## src/rtl/rgb_decoder.sv

```systemverilog
// rgb_decoder: thresholds 24-bit RGB pixels into a 3-bit colour code
// through one registered valid/ready stage, with saturating statistics.
module rgb_decoder #(
  parameter int THRESH = 128,
  parameter int CNT_W  = 16
) (
  input  logic             clk,
  input  logic             rst,
  input  logic             enable,
  input  logic [23:0]      rgb_in,
  input  logic             in_valid,
  output logic             in_ready,
  output logic [2:0]       colour_out,
  output logic             exact,
  output logic             out_valid,
  input  logic             out_ready,
  input  logic             clr_count,
  output logic [CNT_W-1:0] pix_count,
  output logic [CNT_W-1:0] inexact_count
);

  localparam logic [7:0]       TH      = 8'(THRESH);
  localparam logic [CNT_W-1:0] CNT_MAX = '1;

  logic [7:0] r, g, b;
  logic       accept;
  logic [2:0] nx_colour;
  logic       nx_exact;

  assign r = rgb_in[23:16];
  assign g = rgb_in[15:8];
  assign b = rgb_in[7:0];

  function automatic logic rail(input logic [7:0] v);
    return (v == 8'h00) || (v == 8'hFF);
  endfunction

  assign nx_colour = {r >= TH, g >= TH, b >= TH};
  assign nx_exact  = rail(r) & rail(g) & rail(b);

  // rst term keeps the source stalled while the block is held in reset
  assign in_ready = !rst & enable & (!out_valid | out_ready);
  assign accept   = in_valid & in_ready;

  always_ff @(posedge clk or posedge rst) begin
    if (rst) begin
      colour_out <= '0;
      exact      <= 1'b0;
      out_valid  <= 1'b0;
    end else if (accept) begin
      colour_out <= nx_colour;
      exact      <= nx_exact;
      out_valid  <= 1'b1;
    end else if (enable & out_valid & out_ready) begin
      out_valid  <= 1'b0;
    end
  end

  always_ff @(posedge clk or posedge rst) begin
    if (rst) begin
      pix_count     <= '0;
      inexact_count <= '0;
    end else if (clr_count) begin
      pix_count     <= '0;
      inexact_count <= '0;
    end else if (accept) begin
      if (pix_count != CNT_MAX)
        pix_count <= pix_count + 1'b1;
      if (!nx_exact && inexact_count != CNT_MAX)
        inexact_count <= inexact_count + 1'b1;
    end
  end

endmodule

```

## config.mk

```make
export PLATFORM = sky130hd
export DESIGN_NAME = rgb_decoder
export DESIGN_NICKNAME = d
export VERILOG_FILES = /design/src/rtl/rgb_decoder.sv
export SDC_FILE = /design/constraint.sdc
export NUM_CORES = 1
export LEC_CHECK = 0
export ABC_CLOCK_PERIOD_IN_PS = 3800
export CAP_MARGIN = 30
export CORE_MARGIN = 2
export CORE_UTILIZATION = 60
export DETAILED_ROUTE_END_ITERATION = 10
export DONT_BUFFER_PORTS = 1
export PLACE_DENSITY = 0.86
export SKIP_CTS_REPAIR_TIMING = 1
export SLEW_MARGIN = 20
export SYNTH_ARGS = -nofsm -noshare
export SYNTH_HDL_FRONTEND = slang
export SYNTH_SLANG_ARGS = --single-unit
export TNS_END_PERCENT = 10
```

## constraint.sdc

```tcl
create_clock -name clk -period 3.8 [get_ports clk]
set_input_delay 1.14 -clock clk [delete_from_list [all_inputs] [get_ports clk]]
set_output_delay 1.14 -clock clk [all_outputs]
set_load 0.005 [all_outputs]
```

==> Word level (Yosys, flattened, before mapping) <==
Index checks and enable logic that the tools add are counted.
{ "totals": {"wordCells": 47, "reg_bits": 37, "input_bits": 30, "out_inout_bits": 38} }
{ "classes": {"n_reduce_logical": 16, "n_bitwise": 8, "order_cmp": 3, "muxes": 8, "add_sub_neg": 2, "eq_ne": 5} }
{ "ops": {"columns": ["op", "count"], "rows": [
  ["16-bit 2-to-1 mux", 6],
  ["16-bit by 1-bit adder with 16-bit output, second input constant", 2],
  ["16-bit != test, second input constant", 2],
  ["8-bit == test, second input constant", 3],
  ["8-bit >= comparator, second input constant", 3],
  ["8-bit zero test", 3],
  ["2-bit nonzero test", 4],
  ["1-bit AND", 7],
  ["2-bit AND reduction", 2],
  ["1-bit zero test", 3],
  ["1-bit logical OR", 3],
  ["1-bit 2-to-1 mux", 2],
  ["1-bit logical AND", 1],
  ["1-bit OR", 1]
]} }

==> Depth between registers and ports, before layout <==
{ "logic_depth": {"word_depth": 9, "depth_mapped": 7, "mapped_depth_nobuf": 6} }

==> Worst setup path before layout <==
No wires, ideal clock.
{ "synth_timing": {"path_kind": "input to output", "from": "in rst", "to": "out in_ready", "path_buffers": 0, "path_stages": 2, "arrival_time_ns": 2.247, "path_slack_ns": 0.413, "t_required_ns": 2.660, "cell_sequence": "inv_1 > and3_1"} }
{ "synth_between": {"elab_chain_cells": 3} }
{ "synth_rtl": {"columns": ["item", "line_no", "text"], "rows": [
  ["start, declared", "8", "input logic rst,"],
  ["1-bit zero test (no source line)", null, null],
  ["1-bit AND (2 in series)", "42", "assign in_ready = !rst & enable & (!out_valid | out_ready);"],
  ["end, declared", "12", "output logic in_ready,"]
]} }
No other way between the ends.

==> Worst setup path in the final report <==
Ends and elaborated chain as after synthesis.

==> impl_table.tex <==
\begin{tabular}{lr}
\hline
Metric & Value \\
\hline
\multicolumn{2}{l}{\textbf{Outcome}} \\
Run status & completed \\
\multicolumn{2}{l}{\textbf{Setup path}} \\
Critical-path cell list & inv\_1 > and3\_1 \\
Arrival time at the worst endpoint & 1.82 ns \\
Delay of the slowest critical-path stage & 0.39 ns \\
Depth of the most critical reg-to-reg path & 6 \\
Dominant delay contributor by cell family on the critical path & buffers and inverters \\
Launch point of the worst reg-to-reg path & pix\_count[0] \\
Number of buffers and inverters on the critical path & 1 \\
Number of cells on the critical path & 2 \\
Setup Crit Path Kind & primary input to output pin \\
Largest driver fanout on the critical path & 16 \\
Slowest stage cell, crit path & sky130\_fd\_sc\_hd\_\_inv\_1 \\
Element type at the critical path end & output pin \\
Critical path launch point type & primary input \\
Critical Path Start & rst \\
Critical path required time & 2.66 ns \\
\multicolumn{2}{l}{\textbf{Global route}} \\
Vias in the first global route & 1619 \\
Wire length of the first global-routing pass & 7510 um \\
Antenna violations before repair & 0 \\
Congestion Overflow GR & 0 \\
Global-route total usage across every layer & 0.237 \\
Maximum number of pins on one net before global-route repair & 38 \\
\multicolumn{2}{l}{\textbf{Power}} \\
Total power draw & 0.710 mW \\
Highest ir drop seen on vdd & 186 uV \\
Static power due to leakage & 0.845 nW \\
Total power per unit cell area & 322 nW/um2 \\
\multicolumn{2}{l}{\textbf{Timing}} \\
Total count of hold-check failures in the final report & 0 \\
Final worst path period share & 0.778 \\
Fin Hold WS & 0.552 ns \\
Final setup violating endpoints & 0 \\
Highest attainable clock frequency & 338 MHz \\
Aggregate negative setup slack & 0 ns \\
Worst Tran Pin Value & 0.555 ns \\
Post-Route Skew & 0.0119 ns \\
Minimum clock period after layout & 2.96 ns \\
Rel. slew slack & 0.630 \\
Final slew viol count & 0 \\
Unrepaired setup endpoints after global routing & no \\
\multicolumn{2}{l}{\textbf{Synth}} \\
Top flip-flop cell by instance count after synthesis & sky130\_fd\_sc\_hd\_\_dfrtp\_1 \\
Yosys warning count & 0 \\
Share of flip-flops with an asynchronous set or reset after synthesis & 1.00 \\
Leading cell types by total area after synthesis & sky130\_fd\_sc\_hd\_\_dfrtp\_1 (44\%), sky130\_fd\_sc\_hd\_\_xnor2\_1 (4.5\%), sky130\_fd\_sc\_hd\_\_nand4\_1 (3.8\%), sky130\_fd\_sc\_hd\_\_a21oi\_1 (3.8\%), sky130\_fd\_sc\_hd\_\_nor2\_1 (3.7\%) \\
Post-synth EDFFs & 0 \\
Cell area after technology mapping & 2120 um2 \\
Register bit total from synthesis & 37 \\
Cell taking the most area after synthesis & sky130\_fd\_sc\_hd\_\_dfrtp\_1 \\
Register area share after synthesis & 0.437 \\
Post-Synthesis Net Count & 264 \\
Average size of a mapped cell & 9.14 um2 \\
Cell count after synthesis & 232 \\
Fraction of synthesized cell area taken by the top area cell type & 0.437 \\
Number of distinct library cell variants in the gate-level netlist after synthesis & 39 \\
\multicolumn{2}{l}{\textbf{Floorplanning}} \\
Core region area & 3360 um2 \\
Standard-cell rows & 21 \\
Initial Util & 0.631 \\
Y dimension of the die & 63.5 um \\
Area enclosed by the die boundary & 4030 um2 \\
Die X-Extent & 63.5 um \\
I/O pins & 68 \\
\multicolumn{2}{l}{\textbf{Final layout}} \\
Area growth, synth to finish & 3.95\% \\
Final core utilization & 0.656 \\
Final net count & 261 \\
Share of final-layout standard cells stronger than drive strength 1 & 0.0913 \\
Top library cells by usage in the layout, fill and taps aside & sky130\_fd\_sc\_hd\_\_dfrtp\_1 (37), sky130\_fd\_sc\_hd\_\_nor2\_1 (21), sky130\_fd\_sc\_hd\_\_nand2\_1 (16), sky130\_fd\_sc\_hd\_\_a21oi\_1 (16), sky130\_fd\_sc\_hd\_\_nand4\_1 (13) \\
Most common library cell in the layout ignoring fill and taps & sky130\_fd\_sc\_hd\_\_dfrtp\_1 \\
Total inserted antenna cells & 0 \\
Number of cells in the finished layout apart from fillers & 276 \\
\multicolumn{2}{l}{\textbf{Clocking}} \\
CTS Buffer Depth & 2 \\
CTS tree & built \\
Clock insertion delay at the later pin of the skew report & 0.35 ns \\
Clock root buffer & sky130\_fd\_sc\_hd\_\_clkbuf\_4 \\
Number of buffers created by CTS & 5 \\
\# clock sinks & 37 \\
Level count of the clock H-tree & 2 \\
Clock transition time at the flip-flop clock pins of the worst setup and hold paths & 0.11 ns \\
\multicolumn{2}{l}{\textbf{Placed design}} \\
Routability-driven placement congestion ratio & 0.836 \\
Detail Placement HPWL & 3170 um \\
Total of buffers placed on input and output ports & 0 \\
Placed cell count & 267 \\
\multicolumn{2}{l}{\textbf{Hold path}} \\
Hold Path Depth & 1 \\
Hold path startpoint & colour\_out[0] \\
Worst hold-check path type & flip-flop to flip-flop \\
\multicolumn{2}{l}{\textbf{Drt}} \\
Total number of vias & 1797 \\
Vias/cell & 6.51 \\
Wire length after detailed routing & 4470 um \\
Avg WL per Cell & 16.2 um \\
Number of DRC violations after detailed-routing iteration 0 & 191 \\
DRC violation count after routing & 0 \\
Number of optimization iterations in the first detailed-route pass & 4 \\
Number of antenna-violating nets in the routed design & 0 \\
\multicolumn{2}{l}{\textbf{Job}} \\
Max-Cap Viols & 0 \\
\hline
\end{tabular}
## state kept, by name, indices dropped and copies added, names as in the netlist
signal         cells
inexact_count     16
pix_count         16
colour_out         3
exact              1
out_valid          1
## area by class of cell
cell class | instances | area, um2
Clock buffer | 7 | 65.1
Clock inverter | 1 | 5.00
Fill cell | 288 | 1160
Inverter | 4 | 15.0
Multi-Input combinational cell | 178 | 1120
Sequential cell | 37 | 926
Tap cell | 46 | 57.6
Timing Repair Buffer | 3 | 20.0
## power by group
| part | internal (mW) | switching [mW] |
|---|---|---|
| logic | 0.0194 | 0.0263 |
| registers | 0.407 | 0.0162 |
| clock network | 0.107 | 0.133 |
| total | 0.534 | 0.175 |
## final timing paths
kind	endpoint	slack (ns)
setup / recovery	in_ready	0.84
hold / removal	colour_out[0]	0.55
setup reg to reg	pix_count[15]	1.59
hold reg to reg	colour_out[0]	0.55
max in group asynchronous	pix_count[5]	2.36
min in group asynchronous	colour_out[2]	0.72
## routing by layer
metal,GRT usage,vias to the layer above,share of wire
met4,0.0951,0,0.016
met2,0.407,58,0.50
met5,0,-,0
met1,0.268,871,0.42
met3,0.0857,8,0.065
li1,-,860,-
## stage by stage
step | worst slack [ns] | area [um2]
after global placement | 0.619 | 2130
after global routing | 0.713 | 2200
after CTS | 0.813 | 2200
after floorplan | 0.413 | 2120
after detailed placement | 0.578 | 2130
final | 0.845 | 2200
## synth_stat cells, drive strengths merged, types with 2 or more instances
master  instances
a21oi          16
and3            6
and4            5
buf             8
clkbuf          5
dfrtp          37
ha              2
inv             4
mux2            8
nand2          16
nand3          13
nand4          14
nor2           21
nor2b           3
nor3            9
nor4            8
o21ai           9
o31ai           7
or2             3
or3             7
or4             8
xnor2          11
## logic make-up after synthesis
logic type / Yosys count / synth area share
adders and majority gates: 2 / 0.0118
xor gates and xnor gates: 11 / 0.0454
AOI/OAI and AO/OA: 36 / 0.100
muxes: 8 / 0.0425
buffers and inverters: 17 / 0.0372
and+or+nand+nor: 121 / 0.326
DFF: 37 / 0.437
Note: power is estimated with default switching activity, not from simulation.
